### config.mk
export PLATFORM = sky130hd
export DESIGN_NAME = id_ex_stage
export DESIGN_NICKNAME = d
export VERILOG_FILES = /design/src/rtl/id_ex_stage.sv
export SDC_FILE = /design/constraint.sdc
export NUM_CORES = 1
export LEC_CHECK = 0
export CAP_MARGIN = 20
export CORE_AREA = 2 2 125 127
export CTS_CLUSTER_SIZE = 30
export DETAILED_ROUTE_END_ITERATION = 7
export DIE_AREA = 0 0 127 129
export HOLD_SLACK_MARGIN = 0.15
export PLACE_DENSITY = 0.87
export SLEW_MARGIN = 15
export SYNTH_ARGS = -nofsm -noshare
export SYNTH_HDL_FRONTEND = slang
export SYNTH_SLANG_ARGS = --single-unit
### constraint.sdc
create_clock -name clk -period 3.92 [get_ports clk]
set_input_delay 0.784 -clock clk [delete_from_list [all_inputs] [get_ports clk]]
set_output_delay 0.784 -clock clk [all_outputs]
set_load 0.02 [all_outputs]
### src/rtl/id_ex_stage.sv
// id_ex_stage: ID/EX pipeline register with operand bypass and load-use hazard detection.
// Optional feature macro: FORWARDING_EN (EX/MEM and MEM/WB operand bypass).
`default_nettype none

module id_ex_stage (
    input  logic        clk,
    input  logic        rst_n,

    input  logic        i_id_valid,
    input  logic [31:0] i_id_rs_data,
    input  logic [31:0] i_id_rt_data,
    input  logic [31:0] i_id_imm,
    input  logic [4:0]  i_id_rs,
    input  logic [4:0]  i_id_rt,
    input  logic [4:0]  i_id_rd,
    input  logic [3:0]  i_id_alu_op,
    input  logic [4:0]  i_id_shamt,
    input  logic        i_id_alu_src,
    input  logic        i_id_reg_write,
    input  logic        i_id_mem_read,
    input  logic        i_id_mem_write,
    input  logic        i_id_mem_to_reg,

    input  logic        i_stall,
    input  logic        i_flush,

    input  logic        i_exmem_reg_write,
    input  logic [4:0]  i_exmem_rd,
    input  logic [31:0] i_exmem_result,
    input  logic        i_memwb_reg_write,
    input  logic [4:0]  i_memwb_rd,
    input  logic [31:0] i_memwb_result,

    output logic [31:0] o_op1,
    output logic [31:0] o_op2,
    output logic [3:0]  o_operation,
    output logic [4:0]  o_shamt,

    output logic        o_ex_valid,
    output logic [4:0]  o_ex_rd,
    output logic [31:0] o_ex_store_data,
    output logic        o_ex_reg_write,
    output logic        o_ex_mem_read,
    output logic        o_ex_mem_write,
    output logic        o_ex_mem_to_reg,

    output logic        o_load_use_stall
);

    logic        r_valid;
    logic [31:0] r_rs_data;
    logic [31:0] r_rt_data;
    logic [31:0] r_imm;
    logic [4:0]  r_rs;
    logic [4:0]  r_rt;
    logic [4:0]  r_rd;
    logic [3:0]  r_alu_op;
    logic [4:0]  r_shamt;
    logic        r_alu_src;
    logic        r_reg_write;
    logic        r_mem_read;
    logic        r_mem_write;
    logic        r_mem_to_reg;

    // Flush outranks stall so a squashed instruction can never be held in EX.
    always_ff @(posedge clk or negedge rst_n) begin
        if (!rst_n) begin
            r_valid      <= 1'b0;
            r_rs_data    <= 32'd0;
            r_rt_data    <= 32'd0;
            r_imm        <= 32'd0;
            r_rs         <= 5'd0;
            r_rt         <= 5'd0;
            r_rd         <= 5'd0;
            r_alu_op     <= 4'h0;
            r_shamt      <= 5'd0;
            r_alu_src    <= 1'b0;
            r_reg_write  <= 1'b0;
            r_mem_read   <= 1'b0;
            r_mem_write  <= 1'b0;
            r_mem_to_reg <= 1'b0;
        end else if (i_flush) begin
            r_valid      <= 1'b0;
            r_rs_data    <= 32'd0;
            r_rt_data    <= 32'd0;
            r_imm        <= 32'd0;
            r_rs         <= 5'd0;
            r_rt         <= 5'd0;
            r_rd         <= 5'd0;
            r_alu_op     <= 4'h0;
            r_shamt      <= 5'd0;
            r_alu_src    <= 1'b0;
            r_reg_write  <= 1'b0;
            r_mem_read   <= 1'b0;
            r_mem_write  <= 1'b0;
            r_mem_to_reg <= 1'b0;
        end else if (!i_stall) begin
            r_valid      <= i_id_valid;
            r_rs_data    <= i_id_rs_data;
            r_rt_data    <= i_id_rt_data;
            r_imm        <= i_id_imm;
            r_rs         <= i_id_rs;
            r_rt         <= i_id_rt;
            r_rd         <= i_id_rd;
            r_alu_op     <= i_id_alu_op;
            r_shamt      <= i_id_shamt;
            r_alu_src    <= i_id_alu_src;
            r_reg_write  <= i_id_reg_write;
            r_mem_read   <= i_id_mem_read;
            r_mem_write  <= i_id_mem_write;
            r_mem_to_reg <= i_id_mem_to_reg;
        end
    end

    logic [31:0] w_rs_val;
    logic [31:0] w_rt_val;
    logic        w_load_use;

`ifdef FORWARDING_EN
    // Youngest producer (EX/MEM) wins; r0 and bubbles are never bypassed.
    always_comb begin
        w_rs_val = r_rs_data;
        if (r_valid && (r_rs != 5'd0)) begin
            if (i_exmem_reg_write && (i_exmem_rd == r_rs))
                w_rs_val = i_exmem_result;
            else if (i_memwb_reg_write && (i_memwb_rd == r_rs))
                w_rs_val = i_memwb_result;
        end
    end

    always_comb begin
        w_rt_val = r_rt_data;
        if (r_valid && (r_rt != 5'd0)) begin
            if (i_exmem_reg_write && (i_exmem_rd == r_rt))
                w_rt_val = i_exmem_result;
            else if (i_memwb_reg_write && (i_memwb_rd == r_rt))
                w_rt_val = i_memwb_result;
        end
    end

    // Only a load in EX cannot be bypassed in time; everything else forwards.
    assign w_load_use = i_id_valid && r_valid && r_mem_read && (r_rd != 5'd0) &&
                        ((r_rd == i_id_rs) || (r_rd == i_id_rt));
`else
    assign w_rs_val = r_rs_data;
    assign w_rt_val = r_rt_data;

    // Without bypass any in-flight writer of a source register must stall decode.
    assign w_load_use = i_id_valid && (
        (r_valid && r_reg_write && (r_rd != 5'd0) &&
         ((r_rd == i_id_rs) || (r_rd == i_id_rt))) ||
        (i_exmem_reg_write && (i_exmem_rd != 5'd0) &&
         ((i_exmem_rd == i_id_rs) || (i_exmem_rd == i_id_rt))));

    logic w_unused;
    assign w_unused = ^{i_exmem_result, i_memwb_reg_write, i_memwb_rd,
                        i_memwb_result, r_rs, r_rt};
`endif

    assign o_op1            = w_rs_val;
    assign o_op2            = r_alu_src ? r_imm : w_rt_val;
    assign o_operation      = r_alu_op;
    assign o_shamt          = r_shamt;
    assign o_ex_valid       = r_valid;
    assign o_ex_rd          = r_rd;
    assign o_ex_store_data  = w_rt_val;
    assign o_ex_reg_write   = r_reg_write;
    assign o_ex_mem_read    = r_mem_read;
    assign o_ex_mem_write   = r_mem_write;
    assign o_ex_mem_to_reg  = r_mem_to_reg;
    assign o_load_use_stall = w_load_use;

endmodule

`default_nettype wire

======== Word-level counts from Yosys, hierarchy flattened ========
Cells that the tools add are included.
word-level totals
  output and inout port bits .............. 116
  register bits after elaboration ......... 116
operators by class
  mux-type cells .......................... 25
  reduce and logical (&&, ||, !) cells .... 11
  equality and inequality tests ........... 5
operator list
  cell                                                   count
  2-to-1 mux 32 bit                                      7
  == test 5 bit                                          4
  2-to-1 mux 5 bit                                       4
  2-to-1 mux 1 bit                                       12
  nonzero test 5 bit                                     2
  2-to-1 mux 4 bit                                       2
  logical AND 1 bit                                      6
  logical OR 1 bit                                       3
  inequality test 2 x 1 -> 1 bit, second input constant  1

======== Longest topological paths before layout ========
  depth in word-level cells ............... 5
  mapped depth ............................ 5

======== Least setup slack after synthesis ========
Ideal clock, no wire load.
  path kind ............................... input to output
  from .................................... input port i_exmem_rd[1]
  to ...................................... output port o_load_use_stall
  arrival ................................. 1.621 ns
  setup slack ............................. 1.515 ns
  required time ........................... 3.136 ns
  stages .................................. 3
  cell sequence ........................... or4_1 > o211ai_1 > o22ai_1
between the ends
  longest elaborated chain between the ends .. 5
ends and longest elaborated chain
  item                                                   RTL line  text
  from (decl)                                            28        input logic [4:0] i_exmem_rd,
  == test 5 bit or nonzero test 5 bit (tied branches)    153, 152
  logical OR 1 bit or logical AND 1 bit (tied branches)  153, 152
  logical AND 1 bit *                                    152       (i_exmem_reg_write && (i_exmem_rd != 5'd0) &&
  logical OR 1 bit *                                     151       ((r_rd == i_id_rs) || (r_rd == i_id_rt))) ||
  logical AND 1 bit *                                    149       assign w_load_use = i_id_valid && (
  to (decl)                                              47        output logic o_load_use_stall
Every way passes the cells marked *; elsewhere a longest branch is shown, timed or not.

======== Worst setup path after layout ========
Same ends and word-level chain as after synthesis.

==> impl_metrics.yaml <==
power_and_ir_drop:
  leakage_nw: 4.00
  ir_drop_uv: 226
  p_per_area_nw_per_um2: 408
detailed_routing:
  drc: 0
  wl_um: 14400
  ant_nets: 0
  drt_iter0_markers: 185
  wl_per_cell_um: 16.1
  vias_per_cell: 4.71
  drt_first_pass_iters: 4
  dr_total_vias: 4209
worst_setup_path:
  crit_required_ps: 3140
  r2r-start: "r_alu_src"
  ff2ff_path_depth: 3
  path_buf_inv: 2
  max_stage_delay_ps: 550
  crit_arrival_ps: 2620
  crit_path_start_kind: "input port"
  crit_path_end_kind: "output pin"
  path_class: "input port to output pin"
  path_common_cell: "clkdlybuf4s50_1"
  cp_top_family: "buffers and inverters"
  rrSetupSlack_ps: 2980
  slowest_stage: "or4_1"
  reg2reg_to: "r_alu_src"
  path_max_fanout: 3
  cp_cell_sequence: "clkdlybuf4s50_1, or4_1, o211ai_1, o22ai_1, clkdlybuf4s50_1"
logic_synthesis:
  ys_warn_count: 0
  ys_seq_area_share_pct: 55.1
  synth.area.top_cells: "dfrtp_1 (55%), mux2i_1 (22%), nor2_1 (8.5%)"
  synthDistinctLibCells: 14
  syn_inst: 445
  syn_nets: 651
  synth_seq_cells: 116
  synth_top_area_share_pct: 55.1
  syn_area_per_cell_um2: 11.8
  synth_area_leader_cell: "dfrtp_1"
  synthesis.area_um2: 5270
clocking:
  cts_root_buffer: "clkbuf_16"
  cts_resized: 0
  numCtsBuffers: 17
  cts_max_path_buffers: 2
  cts_post_setup_buffers_inserted: 0
  clk_latency_ps: 400
  ctsHoldBuffers: 0
  path_clk_slew_ps: 50
  htreeDepth: 4
  cts_num_sinks: 116
  cts_tree: "yes"
cells_and_area:
  nets: 898
  drive_above_1_share_pct: 10.4
  area_growth_syn_to_layout_pct: 62.1
  fillCellCount: 1308
  layout_commonest_cell: "clkdlybuf4s50_1"
  final_cell_mix: "clkdlybuf4s50_1 (248), nor2_1 (120), mux2i_1 (116), dfrtp_1 (116), mux2_2 (32)"
  design_area_um2: 8540
floorplanning:
  dieWidth_um: 127
  ioPinCount: 322
  core-area_um2: 15000
  placement_rows: 45
  die_h_um: 129
  die_area_um2: 16400
  initial_core_util_pct: 35.2
status:
  status: "finished, final reports clean"
global_routing:
  grt_max_degree: 77
  grt_pass1_vias: 4454
  overflow: 0
  antenna_found_initial: 1
  grt_use_total_pct: 17.8
  grt_pass1_wl_um: 22800
timing:
  max_freq_mhz: 293
  fin_setup_tns_ps: 0
  tightest_slew_ps: 805
  maxSlewHeadroom_pct: 46.3
  setup_viol: 0
  period_share_pct: 87.0
  fin_skew_ps: 0
  finalCriticalPeriod_ps: 3410
  grt_setup_unrepaired: "no"
  hold_viol: 0
  drv_slew: 0
placement:
  gp_congestion: 0.789
  dpl.hpwl_um: 10100
  port_buffers: 251
  dpl_cell_area_um2: 7940
worst_hold_path:
  min_path_type: "input port to asynchronous set/reset pin"
run:
  maxCapViolCount: 0
[worst max path at each step]
stage / end / start / cells past startpoint / slack, ps
floorplan: o_load_use_stall / i_exmem_rd[1] / 3 / 1510
global placement: o_load_use_stall / i_exmem_rd[2] / 5 / 540
detailed placement: o_load_use_stall / i_exmem_rd[1] / 5 / 530
CTS: o_load_use_stall / i_exmem_rd[1] / 5 / 520
global route: o_load_use_stall / i_exmem_rd[1] / 6 / 460
finish: o_load_use_stall / i_exmem_rd[1] / 5 / 510
[Yosys cell counts]
master / instances
o211ai_1: 1
o22ai_1: 1
a22oi_1: 2
clkbuf_1: 12
o2111ai_1: 1
nor2_1: 120
or4_1: 2
mux2_2: 32
mux2i_1: 116
buf_2: 13
nor3_1: 4
buf_4: 5
dfrtp_1: 116
xor2_1: 20
[power by group]
part	total, mW	leakage, nW	switching [mW]	internal, mW
Clock	1.54	0.295	0.531	1.01
Combinational	0.634	2.16	0.288	0.346
Sequential	1.31	1.54	0.0443	1.27
Total	3.49	4.00	0.864	2.63
[final cells by class]
class | instances | area (µm²) | area share, %
Multi-Input combinational cell | 299 | 2220 | 26.0
Clock inverter | 9 | 100 | 1.17
Clock buffer | 23 | 498 | 5.83
Sequential cell | 116 | 2900 | 34.0
Antenna cell | 1 | 2.50 | 0.0293
Timing Repair Buffer | 258 | 2590 | 30.3
Tap cell | 188 | 235 | 2.75
[cells by family (layout without fill, tap and decap cells)]
family                    after synthesis  count (layout)  share of synthesized area (%)
AOI/OAI and AO/OA                       5               5                          0.712
and+or+nand+nor                       126             126                           9.21
buffers and inverters                  30             290                           2.80
xor gates and xnor gates               20              20                           3.32
muxes                                 148             148                           28.9
DFF                                   116             116                           55.1
other                                   0               1                              0
[through the flow]
step / setup slack (ps) / power, mW / hold slack, ps / std cells / utilization, %
final: 511 / 3.49 / 413 / 894 / 57.1
after global routing: 457 / 3.65 / 459 / 893 / 57.0
after CTS: 522 / 3.54 / 441 / 893 / 57.0
after detailed placement: 529 / 1.97 / 511 / 861 / 53.0
after global placement: 535 / 1.96 / 498 / 861 / 53.0
after floorplan: 1510 / 1.61 / 484 / 445 / -
[routing by layer]
metal | vias to the layer above | wire length, µm | track usage, %
li1 | 2002 | - | -
met1 | 2024 | 5990 | 20.9
met2 | 160 | 6930 | 29.6
met3 | 23 | 1190 | 7.07
met4 | 0 | 240 | 7.05
met5 | - | 0 | 0
(Power assumes the default switching activity.)
